$ cat src/rtl/uart_rx_deframer.sv
// 8N1 UART receive deframer: synchronizes RX, finds the start edge, samples mid-bit,
// and reports each byte with a one-cycle strobe (or a one-cycle framing-error strobe).
module uart_rx_deframer #(
   parameter int unsigned CLKS_PER_BIT = 8,
   parameter int unsigned SYNC_STAGES  = 2
) (
   input  logic       clk,
   input  logic       res,
   input  logic       RX,
   output logic [7:0] data_out,
   output logic       en_data_out,
   output logic       frame_err,
   output logic       busy
);

   localparam int unsigned HALF = CLKS_PER_BIT >> 1;
   localparam int unsigned CW   = $clog2(CLKS_PER_BIT);

   typedef enum logic [1:0] {S_IDLE, S_START, S_DATA, S_STOP} state_t;

   state_t                 state_q, state_d;
   logic [SYNC_STAGES-1:0] sync_q;
   logic [SYNC_STAGES:0]   vld_q;
   logic                   rx_q;
   logic                   rx_s;
   logic                   fall;
   logic [CW-1:0]          cnt_q, cnt_d;
   logic [2:0]             idx_q, idx_d;
   logic [7:0]             sh_q, sh_d;
   logic [7:0]             data_q, data_d;
   logic                   en_q, en_d;
   logic                   fe_q, fe_d;

   assign rx_s = sync_q[SYNC_STAGES-1];
   // vld_q fills once the preset ones have drained from the synchronizer, so a line
   // already low at reset release is not mistaken for a start edge.
   assign fall = vld_q[SYNC_STAGES] & rx_q & ~rx_s;

   always_ff @(posedge clk or posedge res) begin
      if (res) begin
         sync_q  <= '1;
         rx_q    <= 1'b1;
         vld_q   <= '0;
         state_q <= S_IDLE;
         cnt_q   <= '0;
         idx_q   <= '0;
         sh_q    <= '0;
         data_q  <= '0;
         en_q    <= 1'b0;
         fe_q    <= 1'b0;
      end else begin
         sync_q  <= {sync_q[SYNC_STAGES-2:0], RX};
         rx_q    <= rx_s;
         vld_q   <= {vld_q[SYNC_STAGES-1:0], 1'b1};
         state_q <= state_d;
         cnt_q   <= cnt_d;
         idx_q   <= idx_d;
         sh_q    <= sh_d;
         data_q  <= data_d;
         en_q    <= en_d;
         fe_q    <= fe_d;
      end
   end

   always_comb begin
      state_d = state_q;
      cnt_d   = cnt_q;
      idx_d   = idx_q;
      sh_d    = sh_q;
      data_d  = data_q;
      en_d    = 1'b0;
      fe_d    = 1'b0;
      unique case (state_q)
         S_IDLE: begin
            if (fall) begin
               state_d = S_START;
               cnt_d   = '0;
            end
         end
         S_START: begin
            if (cnt_q == CW'(HALF - 1)) begin
               cnt_d = '0;
               if (!rx_s) begin
                  state_d = S_DATA;
                  idx_d   = '0;
               end else begin
                  state_d = S_IDLE;
               end
            end else begin
               cnt_d = cnt_q + 1'b1;
            end
         end
         S_DATA: begin
            if (cnt_q == CW'(CLKS_PER_BIT - 1)) begin
               cnt_d = '0;
               sh_d  = {rx_s, sh_q[7:1]};
               if (idx_q == 3'd7) begin
                  state_d = S_STOP;
               end else begin
                  idx_d = idx_q + 3'd1;
               end
            end else begin
               cnt_d = cnt_q + 1'b1;
            end
         end
         S_STOP: begin
            if (cnt_q == CW'(CLKS_PER_BIT - 1)) begin
               cnt_d   = '0;
               state_d = S_IDLE;
               if (rx_s) begin
                  data_d = sh_q;
                  en_d   = 1'b1;
               end else begin
                  fe_d = 1'b1;
               end
            end else begin
               cnt_d = cnt_q + 1'b1;
            end
         end
         default: state_d = S_IDLE;
      endcase
   end

   assign data_out    = data_q;
   assign en_data_out = en_q;
   assign frame_err   = fe_q;
   assign busy        = (state_q != S_IDLE);

endmodule

$ cat config.mk
export PLATFORM = sky130hd
export DESIGN_NAME = uart_rx_deframer
export DESIGN_NICKNAME = d
export VERILOG_FILES = /design/src/rtl/uart_rx_deframer.sv
export SDC_FILE = /design/constraint.sdc
export NUM_CORES = 1
export LEC_CHECK = 0
export ABC_AREA = 1
export CORE_ASPECT_RATIO = 0.75
export CORE_UTILIZATION = 45
export CTS_CLUSTER_SIZE = 8
export DETAILED_ROUTE_END_ITERATION = 10
export GPL_TIMING_DRIVEN = 0
export HOLD_SLACK_MARGIN = 0.02
export PLACE_DENSITY = 0.66
export SYNTH_ARGS = -nofsm -noshare
export SYNTH_HDL_FRONTEND = slang
export SYNTH_SLANG_ARGS = --single-unit
$ cat constraint.sdc
create_clock -name clk -period 2 [get_ports clk]
set_input_delay 0.4 -clock clk [delete_from_list [all_inputs] [get_ports clk]]
set_output_delay 0.4 -clock clk [all_outputs]
set_load 0.01 [all_outputs]
; ---- Yosys cells after proc, flatten, opt, wreduce, memory -nomap -nowiden
; Index checks and enable logic that the tools add are counted.
[op_classes]
addsub = 2
eq_ne = 13
muxes = 22
bitwise_logic = 3
n_reduce_logical = 8
[op_table]
columns = cell, count
row1 = $mux 3, 7
row2 = $ne 2x2->1 const B, 7
row3 = $mux 2, 6
row4 = $reduce_and 5->1, 2
row5 = $pmux 3 s3, 1
row6 = $pmux 2 s4, 1
row7 = $add 3x1->3 const B, 2
row8 = $eq 3x3->1 const B, 2
row9 = $mux 1, 6
row10 = $pmux 3 s2, 1
row11 = $eq 2x2->1 const B, 2
row12 = $reduce_bool 2->1, 2
row13 = $eq 3x2->1 const B, 1
row14 = $reduce_and 3->1, 1
row15 = $and 1x1->1, 2
row16 = $eq 2x1->1 const B, 1
row17 = $logic_not 2->1, 1
row18 = $reduce_and 2->1, 1
row19 = $reduce_or 2->1, 1
row20 = $not 1->1, 1
[totals]
reg_bits = 32
in_bits = 3
output_inout_bits = 11

; ---- Longest topological paths before layout
[logic_depth]
ltp_word = 4
mapped_depth = 9

; ---- Least setup slack after synthesis
; OpenSTA, ideal clock, no wires.
[synth_path]
kind = flip-flop to flip-flop
from = register cnt_q[0]
to = register data_q[3], in the netlist data_out[3]
setup_ps = 126
t_arrival_ps = 1242
path_slack_ps = 632
stages_incl_launch_ff = 6
path_buffers = 1
cell_sequence = dfrtp_1 -> ha_1 -> nand2_2 -> nor3_4 -> buf_6 -> o21ai_0
[synth_between]
elab_chain_cells = 2
[synth_lines]
columns = item, line_no
row1 = from (decl), 27  ; logic [CW-1:0] cnt_q, cnt_d;
row2 = from (signal assigned), 56  ; cnt_q <= cnt_d;
row3 = $eq 3x3->1, 107  ; if (cnt_q == CW'(CLKS_PER_BIT - 1)) begin
row4 = $reduce_and 3->1 (no line), -
row5 = to (signal assigned), 59  ; data_q <= data_d;
row6 = to (decl), 30  ; logic [7:0] data_q, data_d;
; No other way between the ends.
; A chain may end at the register's enable or synchronous reset.

; ---- Final worst setup path
[layout_path]
from = register state_q[0]
to = output port busy
[layout_between]
elab_chain_cells = 1
[layout_lines]
columns = item, line_no
row1 = from (decl), 21  ; state_t state_q, state_d;
row2 = from (signal assigned), 55  ; state_q <= state_d;
row3 = $reduce_bool 2->1, 127  ; assign busy = (state_q != S_IDLE);
row4 = to (decl), 13  ; output logic busy
; No other way between the ends.

==> impl_metrics.ini <==
[outcome]
status = completed

[worst_hold_path]
min_from = vld_q[1]$_DFF_PP0_
hp-class = flop to flop
holdPathStages = 0
whs_endpoint = vld_q[2]$_DFF_PP0_

[route]
drc_errors = 0
viasPerCell = 4.865
drtPass1Iterations = 4
vias = 939
drtIter0Drc = 34
final_antenna_net_count = 0
wl_per_cell_um = 11.52
routed_wl_mm = 2.224

[synthesis]
yosys.area_share.adder_pct = 4.625
yosys.area_share.simple_pct = 19.43
synthTopCellsByArea = dfrtp_1 54%, nand2_1 8.3%, dfstp_2 5.8%
synthMuxAreaShare_pct = 0
ys_seq_area_share_pct = 59.48
synth_xor_area_share_pct = 0
syn-num-nets = 143
synth_area_leader_cell = dfrtp_1
yosys_warnings = 0
synth_compound_area_share_pct = 9.806
synth_top_area_share_pct = 53.65
syn_area_um2 = 1353
avgSynthCellArea_um2 = 10.02
ys_types = 24
yosys_register_bits = 32
synth_top_family_by_area = simple AND/OR/NAND/NOR gates
postSynthCellCount = 135

[worst_setup_path]
path_class = flop to primary output
rrSetupSlack_ns = 0.44
start_kind = flop
rr_startpoint = cnt_q[0]$_DFFE_PP0P_
worstPathArrival_ns = 1.48
critPathRequiredTime_ns = 1.60
r2r_cells = 5
worstReg2RegEnd = data_out[3]$_DFFE_PP0P_
end_kind = primary output
crit_path_max_fanout = 6

[sta]
rsz0062_at_grt = false
fin_crit_ns = 1.881
tns_ns = 0
period_share_pct = 94.07
finalHoldViolCount = 0
setup_viol = 0
final_max_slew_viol_count = 0
clock_skew_ns = 0.006285
max_freq_mhz = 531.5

[cts]
cts_buffers = 5
h-tree-depth = 2
clockBufferDepth = 2
path_clk_slew_ns = 0.06
post_cts_resized = 0
cts_tree = built
clkLatencyLatePin_ns = 0.28
cts_hold_buf = 0
cts_root_buffer = clkbuf_8
postCtsSetupRepairBufs = 0
clock-sinks = 32

[floorplan]
die_width_um = 65.31
initial_utilization_pct = 49.68
die_area_um2 = 3231
core_um2 = 2723
io_pins = 14
fp.dieH_um = 49.48
num_rows = 16

[layout]
final_core_util_pct = 60.89
final_cells = 193
drive_above_1_share_pct = 16.56
syn_to_final_growth_pct = 22.57
fin_nets = 164
antennaDiodeCount = 0

[job]
cap_violations = 0

[placement]
io_buffers = 13
gp_congestion = 0.8848
numPlacedInstances = 184
hpwl_mm = 1.574

[grt]
antenna_found_initial = 0
grt_pass1_vias = 886
grt_pass1_wl_mm = 3.946
grt-ovfl-total = 0
grt_util_all_layers_pct = 16.91
grt_max_degree = 33

[power]
vdd_ir_drop_max_mv = 0.6188
power_density_nw_per_um2 = 1156
p_leak_nw = 0.7630
## flip-flops by register name, summed over array words and instances, names as in the netlist, named ones only
| register | cells |
|---|---|
| state_q | 1 |
| sh_q | 8 |
| data_out | 8 |
| cnt_q | 3 |
| frame_err | 1 |
| idx_q | 3 |
| vld_q | 3 |
| en_data_out | 1 |
| rx_q | 1 |
| sync_q | 2 |
## metrics by stage
| step | instance area, um2 | hold WS, ns | setup WS (ns) | power (W) |
|---|---|---|---|---|
| 6_report | 1658 | 0.3504 | 0.1186 | 0.001916 |
| 4_1_cts | 1628 | 0.3520 | 0.01242 | 0.001939 |
| 5_1_grt | 1658 | 0.3552 | 0.03971 | 0.002057 |
| 3_3_place_gp | 1528 | 0.3344 | 0.1977 | 0.001369 |
| 3_5_place_dp | 1528 | 0.3410 | 0.1563 | 0.001393 |
| 2_1_floorplan | 1353 | 0.3312 | 0.6321 | 0.001239 |
## Yosys cell counts
library cell  instances
nor2_2                2
nor2_4                1
o21ai_0               5
nand2_2               2
o21ai_2               2
nand3_1               5
nand2_1              30
inv_2                 1
nor2_1                9
o211ai_1              1
nand3_4               1
nand3_2               1
o21ai_1               8
nand4_1               1
dfrtp_1              29
conb_1                1
a22oi_1               1
buf_6                 2
nor3_4                1
inv_1                16
ha_1                  5
nor3_1                1
a21oi_1               7
dfstp_2               3
## cell families (layout without fill, tap and decap cells)
kind of cell             count (synthesis)  count (layout)
AO/OA/AOI/OAI                           24              24
adder cells (fa/ha/maj)                  5               5
buffers and inverters                   19              41
flip-flops                              32              32
other                                    1               1
AND/OR/NAND/NOR                         54              54
## worst max-delay path, stage by stage, from the launching register on
cell	delay, ns
dfrtp_2	0.43
inv_1	0.11
nand2_1	0.12
clkdlybuf4s50_1	0.55
## final cells by class
| type | instances | area [um2] |
|---|---|---|
| timing repair buffer | 14 | 157.7 |
| sequential | 32 | 807.0 |
| fill | 251 | 1065 |
| multi-input combinational | 84 | 461.7 |
| inverter | 17 | 63.81 |
| clock buffer | 8 | 100.1 |
| buffer | 2 | 22.52 |
| tap | 36 | 45.04 |
## metal layers
layer  up-vias  global-route usage (%)  share of wire [%]
li1        473                       -                  -
met3         6                   5.556                4.9
met4         0                   9.783                2.2
met2        21                   24.05                 46
met5         -                       0                  0
met1       439                   22.51                 47
## worst max path at each step
stage	depth (start not counted)	from	endpoint
after floorplan	5	cnt_q[0]$_DFFE_PP0P_	data_out[3]$_DFFE_PP0P_
after global placement	2	res	data_out[0]$_DFFE_PP0P_
after detailed placement	2	res	data_out[0]$_DFFE_PP0P_
after CTS	3	state_q[0]$_DFFE_PP0P_	busy
after global routing	3	state_q[0]$_DFFE_PP0P_	busy
final	3	state_q[0]$_DFFE_PP0P_	busy
## power breakdown
part           switching, W  internal [W]
Combinational      0.000309      0.000209
Clock              0.000221      0.000314
Sequential        0.0000999      0.000763
## layout by cell type (no fill, tap or decap)
master	n
inv_2	1
dfstp_2	3
nor3_4	1
nand3_1	5
nand3_4	1
nor3_1	1
clkdlybuf4s50_1	13
clkbuf_1	1
nand3_2	1
a22oi_1	1
nor2_2	2
inv_1	16
o211ai_1	1
nand2_2	2
dfrtp_2	2
o21ai_1	8
clkbuf_8	7
buf_16	1
nand4_1	1
nor2_4	1
nor2_1	9
o21ai_0	5
dfrtp_1	27
o21ai_2	2
nand2_1	30
a21oi_1	7
buf_6	2
ha_1	5
conb_1	1
Power figures use the tool's default switching activity.
